`src/rtl/bp_sacc_spm_arbiter_if.sv`:
```
// Requester-side bundle for the sacc scratchpad arbiter.
// Carries the host and accelerator request/response handshakes. The arbiter
// connects through the slave modport, and the requesters (or a bench) connect
// through the master modport.
interface bp_sacc_spm_arbiter_if #(
  parameter int width_p      = 64,
  parameter int addr_width_p = 16
);
  // Host IO path
  logic                    host_v_i;
  logic                    host_w_i;
  logic [addr_width_p-1:0] host_addr_i;
  logic [width_p-1:0]      host_data_i;
  logic                    host_ready_o;
  logic                    host_v_o;
  logic [width_p-1:0]      host_data_o;
  logic                    host_err_o;
  logic                    host_yumi_i;

  // Accelerator compute engine
  logic                    accel_v_i;
  logic                    accel_w_i;
  logic [addr_width_p-1:0] accel_addr_i;
  logic [width_p-1:0]      accel_data_i;
  logic                    accel_ready_o;
  logic                    accel_v_o;
  logic [width_p-1:0]      accel_data_o;
  logic                    accel_err_o;
  logic                    accel_yumi_i;

  // Requester side: issues requests and consumes responses
  modport master (
    output host_v_i, host_w_i, host_addr_i, host_data_i, host_yumi_i,
    input  host_ready_o, host_v_o, host_data_o, host_err_o,
    output accel_v_i, accel_w_i, accel_addr_i, accel_data_i, accel_yumi_i,
    input  accel_ready_o, accel_v_o, accel_data_o, accel_err_o
  );

  // Arbiter side: accepts requests and returns responses
  modport slave (
    input  host_v_i, host_w_i, host_addr_i, host_data_i, host_yumi_i,
    output host_ready_o, host_v_o, host_data_o, host_err_o,
    input  accel_v_i, accel_w_i, accel_addr_i, accel_data_i, accel_yumi_i,
    output accel_ready_o, accel_v_o, accel_data_o, accel_err_o
  );
endinterface

```
`src/rtl/bp_sacc_spm_arbiter.sv`:
```
// Two-requester arbiter in front of the single-port sacc scratchpad.
// Host and accelerator share one 1rw SRAM with a 1-cycle read latency. There
// is at most one grant per cycle and at most one outstanding request per
// requester. Each accepted request gets exactly one response, which is
// presented the cycle after its grant and held until the requester takes it
// with yumi.
//
// Optional feature macro: BP_SACC_SPM_HOST_PRIO_EN
//   - defined: the host always wins a contended cycle, and no round-robin
//     state is built.
//   - undefined (default): round-robin between the two requesters. The
//     pointer advances only on a contended grant.
module bp_sacc_spm_arbiter #(
  parameter int els_p        = 20,
  parameter int width_p      = 64,
  parameter int addr_width_p = 16
) (
  input  logic                   clk_i,
  input  logic                   reset_i,
  bp_sacc_spm_arbiter_if.slave   bus,
  output logic [31:0]            conflict_cnt_o
);

  // Word index is the byte address with the 8-byte offset stripped. The full
  // index, including bits above the SRAM depth, takes part in the range check.
  localparam int idx_w_lp  = addr_width_p - 3;
  localparam int mem_aw_lp = (els_p > 1) ? $clog2(els_p) : 1;
  localparam logic [idx_w_lp-1:0] els_idx_lp = idx_w_lp'(els_p);

  // Requester index 0 = host, 1 = accelerator
  logic [1:0]                       req_v;
  logic [1:0]                       req_w;
  logic [1:0]                       req_yumi;
  logic [1:0][addr_width_p-1:0]     req_addr;
  logic [1:0][width_p-1:0]          req_data;

  logic [1:0][idx_w_lp-1:0]         req_idx;
  logic [1:0]                       in_range;
  logic [1:0]                       elig;
  logic [1:0]                       grant;
  logic                             contended;

  logic [1:0]                       resp_v;
  logic [1:0]                       resp_err;
  logic [1:0][width_p-1:0]          resp_data;

  // Single SRAM port
  logic                             sram_v;
  logic                             sram_w;
  logic [mem_aw_lp-1:0]             sram_addr;
  logic [width_p-1:0]               sram_wdata;
  logic [width_p-1:0]               sram_q;
  logic [width_p-1:0]               mem [els_p];

  logic [31:0]                      conflict_cnt_reg;

  // The byte offset within a word never affects the access
  logic unused_addr_lsb;
  assign unused_addr_lsb = ^{req_addr[0][2:0], req_addr[1][2:0]};

  assign req_v    = {bus.accel_v_i,    bus.host_v_i};
  assign req_w    = {bus.accel_w_i,    bus.host_w_i};
  assign req_yumi = {bus.accel_yumi_i, bus.host_yumi_i};
  assign req_addr = {bus.accel_addr_i, bus.host_addr_i};
  assign req_data = {bus.accel_data_i, bus.host_data_i};

  // Per-requester eligibility and response holding
  for (genvar gi = 0; gi < 2; gi++) begin : g_req
    logic               resp_v_reg;
    logic               fresh_reg;
    logic               rd_reg;
    logic               err_reg;
    logic [width_p-1:0] hold_reg;
    logic [width_p-1:0] fresh_data;

    assign req_idx[gi]  = req_addr[gi][addr_width_p-1:3];
    assign in_range[gi] = (req_idx[gi] < els_idx_lp);

    // A requester may be granted again in the same cycle its previous
    // response is consumed. Nothing is eligible while reset is held.
    assign elig[gi] = ~reset_i & req_v[gi]
                    & (~resp_v_reg | (resp_v_reg & req_yumi[gi]));

    // The SRAM output is only valid in the cycle right after the grant. It is
    // captured into hold_reg then, so later grants cannot disturb it.
    assign fresh_data = rd_reg ? sram_q : '0;

    // Outputs read as zero whenever no response is presented
    assign resp_v[gi]    = resp_v_reg & ~reset_i;
    assign resp_err[gi]  = resp_v[gi] & err_reg;
    assign resp_data[gi] = ~resp_v[gi] ? '0 : (fresh_reg ? fresh_data : hold_reg);

    // Response register: set on grant, cleared on yumi, data captured once
    always_ff @(posedge clk_i) begin
      if (reset_i) begin
        resp_v_reg <= 1'b0;
        fresh_reg  <= 1'b0;
        rd_reg     <= 1'b0;
        err_reg    <= 1'b0;
        hold_reg   <= '0;
      end else begin
        if (fresh_reg) begin
          hold_reg <= fresh_data;
        end
        if (grant[gi]) begin
          resp_v_reg <= 1'b1;
          fresh_reg  <= 1'b1;
          rd_reg     <= ~req_w[gi] & in_range[gi];
          err_reg    <= ~in_range[gi];
        end else begin
          fresh_reg <= 1'b0;
          if (resp_v_reg && req_yumi[gi]) begin
            resp_v_reg <= 1'b0;
          end
        end
      end
    end
  end

  assign contended = elig[0] & elig[1];

`ifdef BP_SACC_SPM_HOST_PRIO_EN
  // Fixed priority: the host wins every contended cycle
  always_comb begin
    grant = elig;
    if (contended) begin
      grant = 2'b01;
    end
  end
`else
  typedef enum logic {
    rr_host_e  = 1'b0,
    rr_accel_e = 1'b1
  } rr_e;

  rr_e rr_reg;
  rr_e rr_next;

  // Round-robin grant: the pointer names the favoured requester on contention
  always_comb begin
    grant   = elig;
    rr_next = rr_reg;
    if (contended) begin
      if (rr_reg == rr_host_e) begin
        grant   = 2'b01;
        rr_next = rr_accel_e;
      end else begin
        grant   = 2'b10;
        rr_next = rr_host_e;
      end
    end
  end

  // Round-robin pointer: starts with host, moves only on contended grants
  always_ff @(posedge clk_i) begin
    if (reset_i) begin
      rr_reg <= rr_host_e;
    end else begin
      rr_reg <= rr_next;
    end
  end
`endif

  // SRAM port mux: the granted requester drives the port. Out-of-range
  // requests are granted so they still get an error response, but they never
  // enable the SRAM.
  always_comb begin
    sram_v     = 1'b0;
    sram_w     = 1'b0;
    sram_addr  = '0;
    sram_wdata = '0;
    if (grant[1]) begin
      sram_v     = in_range[1];
      sram_w     = req_w[1];
      sram_addr  = req_idx[1][mem_aw_lp-1:0];
      sram_wdata = req_data[1];
    end else if (grant[0]) begin
      sram_v     = in_range[0];
      sram_w     = req_w[0];
      sram_addr  = req_idx[0][mem_aw_lp-1:0];
      sram_wdata = req_data[0];
    end
  end

  // Single-port scratchpad with a registered read (block RAM style). A write
  // in cycle N is visible to a read granted in N+1 without any bypass.
  always_ff @(posedge clk_i) begin
    if (sram_v) begin
      if (sram_w) begin
        mem[sram_addr] <= sram_wdata;
      end else begin
        sram_q <= mem[sram_addr];
      end
    end
  end

  // Contention counter: saturates instead of wrapping
  always_ff @(posedge clk_i) begin
    if (reset_i) begin
      conflict_cnt_reg <= '0;
    end else if (contended && (conflict_cnt_reg != '1)) begin
      conflict_cnt_reg <= conflict_cnt_reg + 32'd1;
    end
  end

  assign conflict_cnt_o = conflict_cnt_reg;

  assign bus.host_ready_o  = grant[0];
  assign bus.host_v_o      = resp_v[0];
  assign bus.host_data_o   = resp_data[0];
  assign bus.host_err_o    = resp_err[0];

  assign bus.accel_ready_o = grant[1];
  assign bus.accel_v_o     = resp_v[1];
  assign bus.accel_data_o  = resp_data[1];
  assign bus.accel_err_o   = resp_err[1];

endmodule

```
`src/flat_wrapper.sv`:
```
// flat-port wrapper written by rule: the top's interface ports become plain ports
module bp_sacc_spm_arbiter_flat 
#(
  parameter int els_p        = 20,
  parameter int width_p      = 64,
  parameter int addr_width_p = 16
)
  (clk_i, reset_i, conflict_cnt_o, bus_host_v_i, bus_host_w_i, bus_host_addr_i, bus_host_data_i, bus_host_yumi_i, bus_host_ready_o, bus_host_v_o, bus_host_data_o, bus_host_err_o, bus_accel_v_i, bus_accel_w_i, bus_accel_addr_i, bus_accel_data_i, bus_accel_yumi_i, bus_accel_ready_o, bus_accel_v_o, bus_accel_data_o, bus_accel_err_o);
  bp_sacc_spm_arbiter_if #(.width_p(width_p), .addr_width_p(addr_width_p)) bus_i ();
  input  logic clk_i;
  input  logic reset_i;
  output logic [31:0] conflict_cnt_o;
  input wire logic [$bits(bus_i.host_v_i)-1:0] bus_host_v_i;
  input wire logic [$bits(bus_i.host_w_i)-1:0] bus_host_w_i;
  input wire logic [$bits(bus_i.host_addr_i)-1:0] bus_host_addr_i;
  input wire logic [$bits(bus_i.host_data_i)-1:0] bus_host_data_i;
  input wire logic [$bits(bus_i.host_yumi_i)-1:0] bus_host_yumi_i;
  output wire logic [$bits(bus_i.host_ready_o)-1:0] bus_host_ready_o;
  output wire logic [$bits(bus_i.host_v_o)-1:0] bus_host_v_o;
  output wire logic [$bits(bus_i.host_data_o)-1:0] bus_host_data_o;
  output wire logic [$bits(bus_i.host_err_o)-1:0] bus_host_err_o;
  input wire logic [$bits(bus_i.accel_v_i)-1:0] bus_accel_v_i;
  input wire logic [$bits(bus_i.accel_w_i)-1:0] bus_accel_w_i;
  input wire logic [$bits(bus_i.accel_addr_i)-1:0] bus_accel_addr_i;
  input wire logic [$bits(bus_i.accel_data_i)-1:0] bus_accel_data_i;
  input wire logic [$bits(bus_i.accel_yumi_i)-1:0] bus_accel_yumi_i;
  output wire logic [$bits(bus_i.accel_ready_o)-1:0] bus_accel_ready_o;
  output wire logic [$bits(bus_i.accel_v_o)-1:0] bus_accel_v_o;
  output wire logic [$bits(bus_i.accel_data_o)-1:0] bus_accel_data_o;
  output wire logic [$bits(bus_i.accel_err_o)-1:0] bus_accel_err_o;
  assign bus_i.host_v_i = bus_host_v_i;
  assign bus_i.host_w_i = bus_host_w_i;
  assign bus_i.host_addr_i = bus_host_addr_i;
  assign bus_i.host_data_i = bus_host_data_i;
  assign bus_i.host_yumi_i = bus_host_yumi_i;
  assign bus_host_ready_o = bus_i.host_ready_o;
  assign bus_host_v_o = bus_i.host_v_o;
  assign bus_host_data_o = bus_i.host_data_o;
  assign bus_host_err_o = bus_i.host_err_o;
  assign bus_i.accel_v_i = bus_accel_v_i;
  assign bus_i.accel_w_i = bus_accel_w_i;
  assign bus_i.accel_addr_i = bus_accel_addr_i;
  assign bus_i.accel_data_i = bus_accel_data_i;
  assign bus_i.accel_yumi_i = bus_accel_yumi_i;
  assign bus_accel_ready_o = bus_i.accel_ready_o;
  assign bus_accel_v_o = bus_i.accel_v_o;
  assign bus_accel_data_o = bus_i.accel_data_o;
  assign bus_accel_err_o = bus_i.accel_err_o;
  bp_sacc_spm_arbiter #(.els_p(els_p), .width_p(width_p), .addr_width_p(addr_width_p)) u_core (.clk_i(clk_i), .reset_i(reset_i), .bus(bus_i), .conflict_cnt_o(conflict_cnt_o));
endmodule
```
`config.mk`:
```
export PLATFORM = sky130hd
export DESIGN_NAME = bp_sacc_spm_arbiter_flat
export DESIGN_NICKNAME = d
export VERILOG_FILES = /design/src/rtl/bp_sacc_spm_arbiter_if.sv /design/src/rtl/bp_sacc_spm_arbiter.sv /design/src/flat_wrapper.sv
export SDC_FILE = /design/constraint.sdc
export NUM_CORES = 2
export LEC_CHECK = 0
export ABC_AREA = 0
export CAP_MARGIN = 20
export CELL_PAD_IN_SITES_DETAIL_PLACEMENT = 1
export CELL_PAD_IN_SITES_GLOBAL_PLACEMENT = 2
export CORE_MARGIN = 4
export CORE_UTILIZATION = 44
export DETAILED_ROUTE_END_ITERATION = 8
export GPL_ROUTABILITY_DRIVEN = 0
export MAX_ROUTING_LAYER = met4
export PLACE_DENSITY = 0.84
export SETUP_SLACK_MARGIN = 0.3
export SYNTH_ARGS = -nofsm -noshare
export SYNTH_HDL_FRONTEND = slang
export SYNTH_SLANG_ARGS = --single-unit
```
`constraint.sdc`:
```
create_clock -name clk_i -period 6.6 [get_ports clk_i]
set_input_delay 0.66 -clock clk_i [delete_from_list [all_inputs] [get_ports clk_i]]
set_output_delay 0.66 -clock clk_i [all_outputs]
set_load 0.02 [all_outputs]
```
==> results.toml <==
[setup_path]
cp_cell_sequence = "buf_4 > nand2b_1 > and2_0 > nand2_1 > clkinv_2 > a22o_1 > nand3_4 > buf_4 > buf_4 > o22ai_1 > or4_1"
path_common_cell = "buf_4"
r2r-end = "u_core.sram_q[56]$_DFFE_PP_"
critPathRequiredTime_ns = 7.08
crit_path_end_kind = "flop"
critical_path_depth = 11
r2r.worst_path.cells = 11
r2r_start = "u_core.g_req[0].resp_v_reg$_SDFFE_PP0P_"
crit_buf_inv = 4
worst-r2r-setup-slack_ns = 1.68
worstSetupPathType = "flop to flop"
crit_path_start_kind = "flop"
cpPeakStageDelay_ns = 0.56
cp_max_fo = 66
cpLargestDelayFamily = "simple AND/OR/NAND/NOR gates"
critPathArrivalTime_ns = 5.40
cp_slowest_cell = "or4_1"

[sta]
max_freq_mhz = 203
min_period_over_period_pct = 74.5
finalSetupViolations = 0
maxSlewViolCount = 0
finalCriticalPeriod_ns = 4.92
rsz0062_at_grt = "false"
maxSlewHeadroom_pct = 27.4
hold_viol = 0
worst_slack_ns = 1.68
worst_slew_pin_slew_ns = 1.09
finClkSkew_ns = 0.0325
tns_ns = 0
fin_hold_ws_ns = 0.235

[final_layout]
layout_common_cells = "edfxtp_1 (1344), a21oi_1 (327), clkdlybuf4s50_1 (326), a222oi_1 (304), nand2_1 (203)"
multiInputGateArea_sq_um = 11700
mostFrequentLayoutCell = "edfxtp_1"
nFillCells = 11800
drive_above_1_share_pct = 8.24
largest_reg_flops = 1280
flow.area_growth_from_synthesis_pct = 17.9
fin_util_pct = 52.5
final-seq-area_sq_um = 43800
nets = 4008

[grt]
grt_pass1_vias = 35800
grt_start_max_net_pins = 130
grt_pass1_wl_um = 244000
grtUsageTotal_pct = 25.5
antenna_found_initial = 8
gr-total-overflow = 0

[clock_tree]
cts_tree = "yes"
h-tree-depth = 4
cts_inserted_buffers = 145
postCtsSetupRepairBufs = 0
cts_hold_buffers = 0
cts-root-buf = "clkbuf_16"
cts_num_sinks = 1513
cts_buffer_depth = 3
post_cts_resized = 0
path_clk_slew_ns = 0.06
clk_latency_ns = 0.77

[floorplan]
row_count = 130
core_sq_um = 126000
io_pins = 334
fp.dieH_um = 365
dieWidth_um = 365
initial_core_util_pct = 44.5
dieArea_sq_um = 134000

[min_path]
min_to = "u_core.conflict_cnt_o[31]$_SDFFE_PP0P_"
min_path_type = "input pin to flop"
holdPathStages = 2
holdCritStartpoint = "reset_i"

[synthesis]
synth.avg_cell_area_sq_um = 15.9
ys_ff_latch = 1513
synth.distinct_cells = 48
synthCells = 3542
ys.flop_type = "edfxtp_1"
synth.net_count = 3711
synth_seq_area_share_pct = 77.8
async_flop_share_pct = 0
synth_edf_count = 1344
synth_warnings = 0
syn_area_sq_um = 56200

[status]
violations = "DRC"
status = "complete, but fails checks"

[job]
maxCapViolations = 0

[pwr]
peakVddDrop_v = 0.000297
p_leak_nw = 21.4
power.density_nw_per_um2 = 296

[routing]
drcViolationCount = 8
routed_via_density = 6.24
dr.pass1.iters = 9
antenna_left = 0
vias = 35000
routedWlPerCell_um = 29.9
routed_wl_um = 168000
drt_first_iter_violations = 5507

[placed_design]
dp_slack_ns = 1.27
dp_hpwl_um = 93200
portBuffers = 327
==> stage by stage <==
step	cells	total power [mW]	cell area [sq um]
2_1_floorplan	3542	11.3	56200
5_1_grt	5615	20.2	66200
3_5_place_dp	5342	11.7	61700
3_3_place_gp	5342	11.7	61700
6_report	5616	19.6	66200
4_1_cts	5608	19.7	66200
==> area by class of cell <==
type	count	area share, %
tap	1650	3.12
clock buffer	187	5.76
sequential	1513	66.0
inverter	12	0.0737
timing repair buffer	410	6.24
clock inverter	79	1.14
multi-input combinational	1757	17.6
antenna	8	0.0302
==> report_power, final <==
group	leakage, nW	internal [mW]	switching, mW
registers	14.3	10.5	0.0446
clock network	2.21	4.45	3.59
logic	4.92	0.315	0.699
total	21.4	15.3	4.33
==> worst reg2reg max path: stages (launching register included) <==
cell      delay (ns)
dfxtp_2         0.32
buf_4           0.53
nand2b_1        0.29
and2_0          0.33
nand2_1         0.23
clkinv_2        0.47
a22o_1          0.48
nand3_4         0.42
buf_4           0.42
buf_4           0.39
o22ai_1         0.19
or4_1           0.56
==> cells in the mapped netlist (17+ instances only) <==
cell type  instances  area share, %
edfxtp_1        1344             72
a21oi_1          327            2.9
a222oi_1         304            5.4
nand2_1          204            1.4
clkbuf_1         190            1.3
dfxtp_1          169            6.0
and2_1           133            1.5
nor2_1           131           0.87
nand3_1           80           0.71
a21boi_0          79            1.1
nand2b_1          77           0.86
a22o_1            65            1.0
nor2b_1           64           0.71
or4_1             64           0.85
o22ai_1           56           0.62
buf_1             37           0.25
a21boi_1          34           0.45
buf_2             33           0.29
nand4_1           17           0.19
xnor2_1           17           0.26
==> how the worst max path moves through the flow <==
stage | from | end
3_5_place_dp | bus_host_v_i | u_core.mem[4][37]$_DFFE_PP_
6_report | u_core.g_req[0].resp_v_reg$_SDFFE_PP0P_ | u_core.sram_q[56]$_DFFE_PP_
4_1_cts | u_core.g_req[0].resp_v_reg$_SDFFE_PP0P_ | u_core.sram_q[56]$_DFFE_PP_
3_3_place_gp | bus_host_v_i | u_core.mem[5][43]$_DFFE_PP_
2_1_floorplan | reset_i | u_core.mem[13][0]$_DFFE_PP_
5_1_grt | u_core.g_req[0].resp_v_reg$_SDFFE_PP0P_ | u_core.sram_q[52]$_DFFE_PP_
==> metal layers <==
layer / GRT usage, % / part of all wire (%)
met4: 6.50 / 2.2
met1: 33.5 / 39
met2: 41.2 / 49
met5: - / 0
met3: 4.89 / 9.6
==> cell families (layout without fill, tap and decap cells) <==
logic type	count (synthesis)	in the layout	synth area share [%]
DFF	1513	1513	77.8
AOI/OAI and AO/OA	911	911	12.2
and+or+nand+nor	812	812	7.53
buffers and inverters	272	688	1.89
xor gates and xnor gates	29	29	0.452
muxes	4	4	0.0801
adders and majority gates	1	1	0.0223
other	0	8	0
Power figures use the tool's default switching activity.
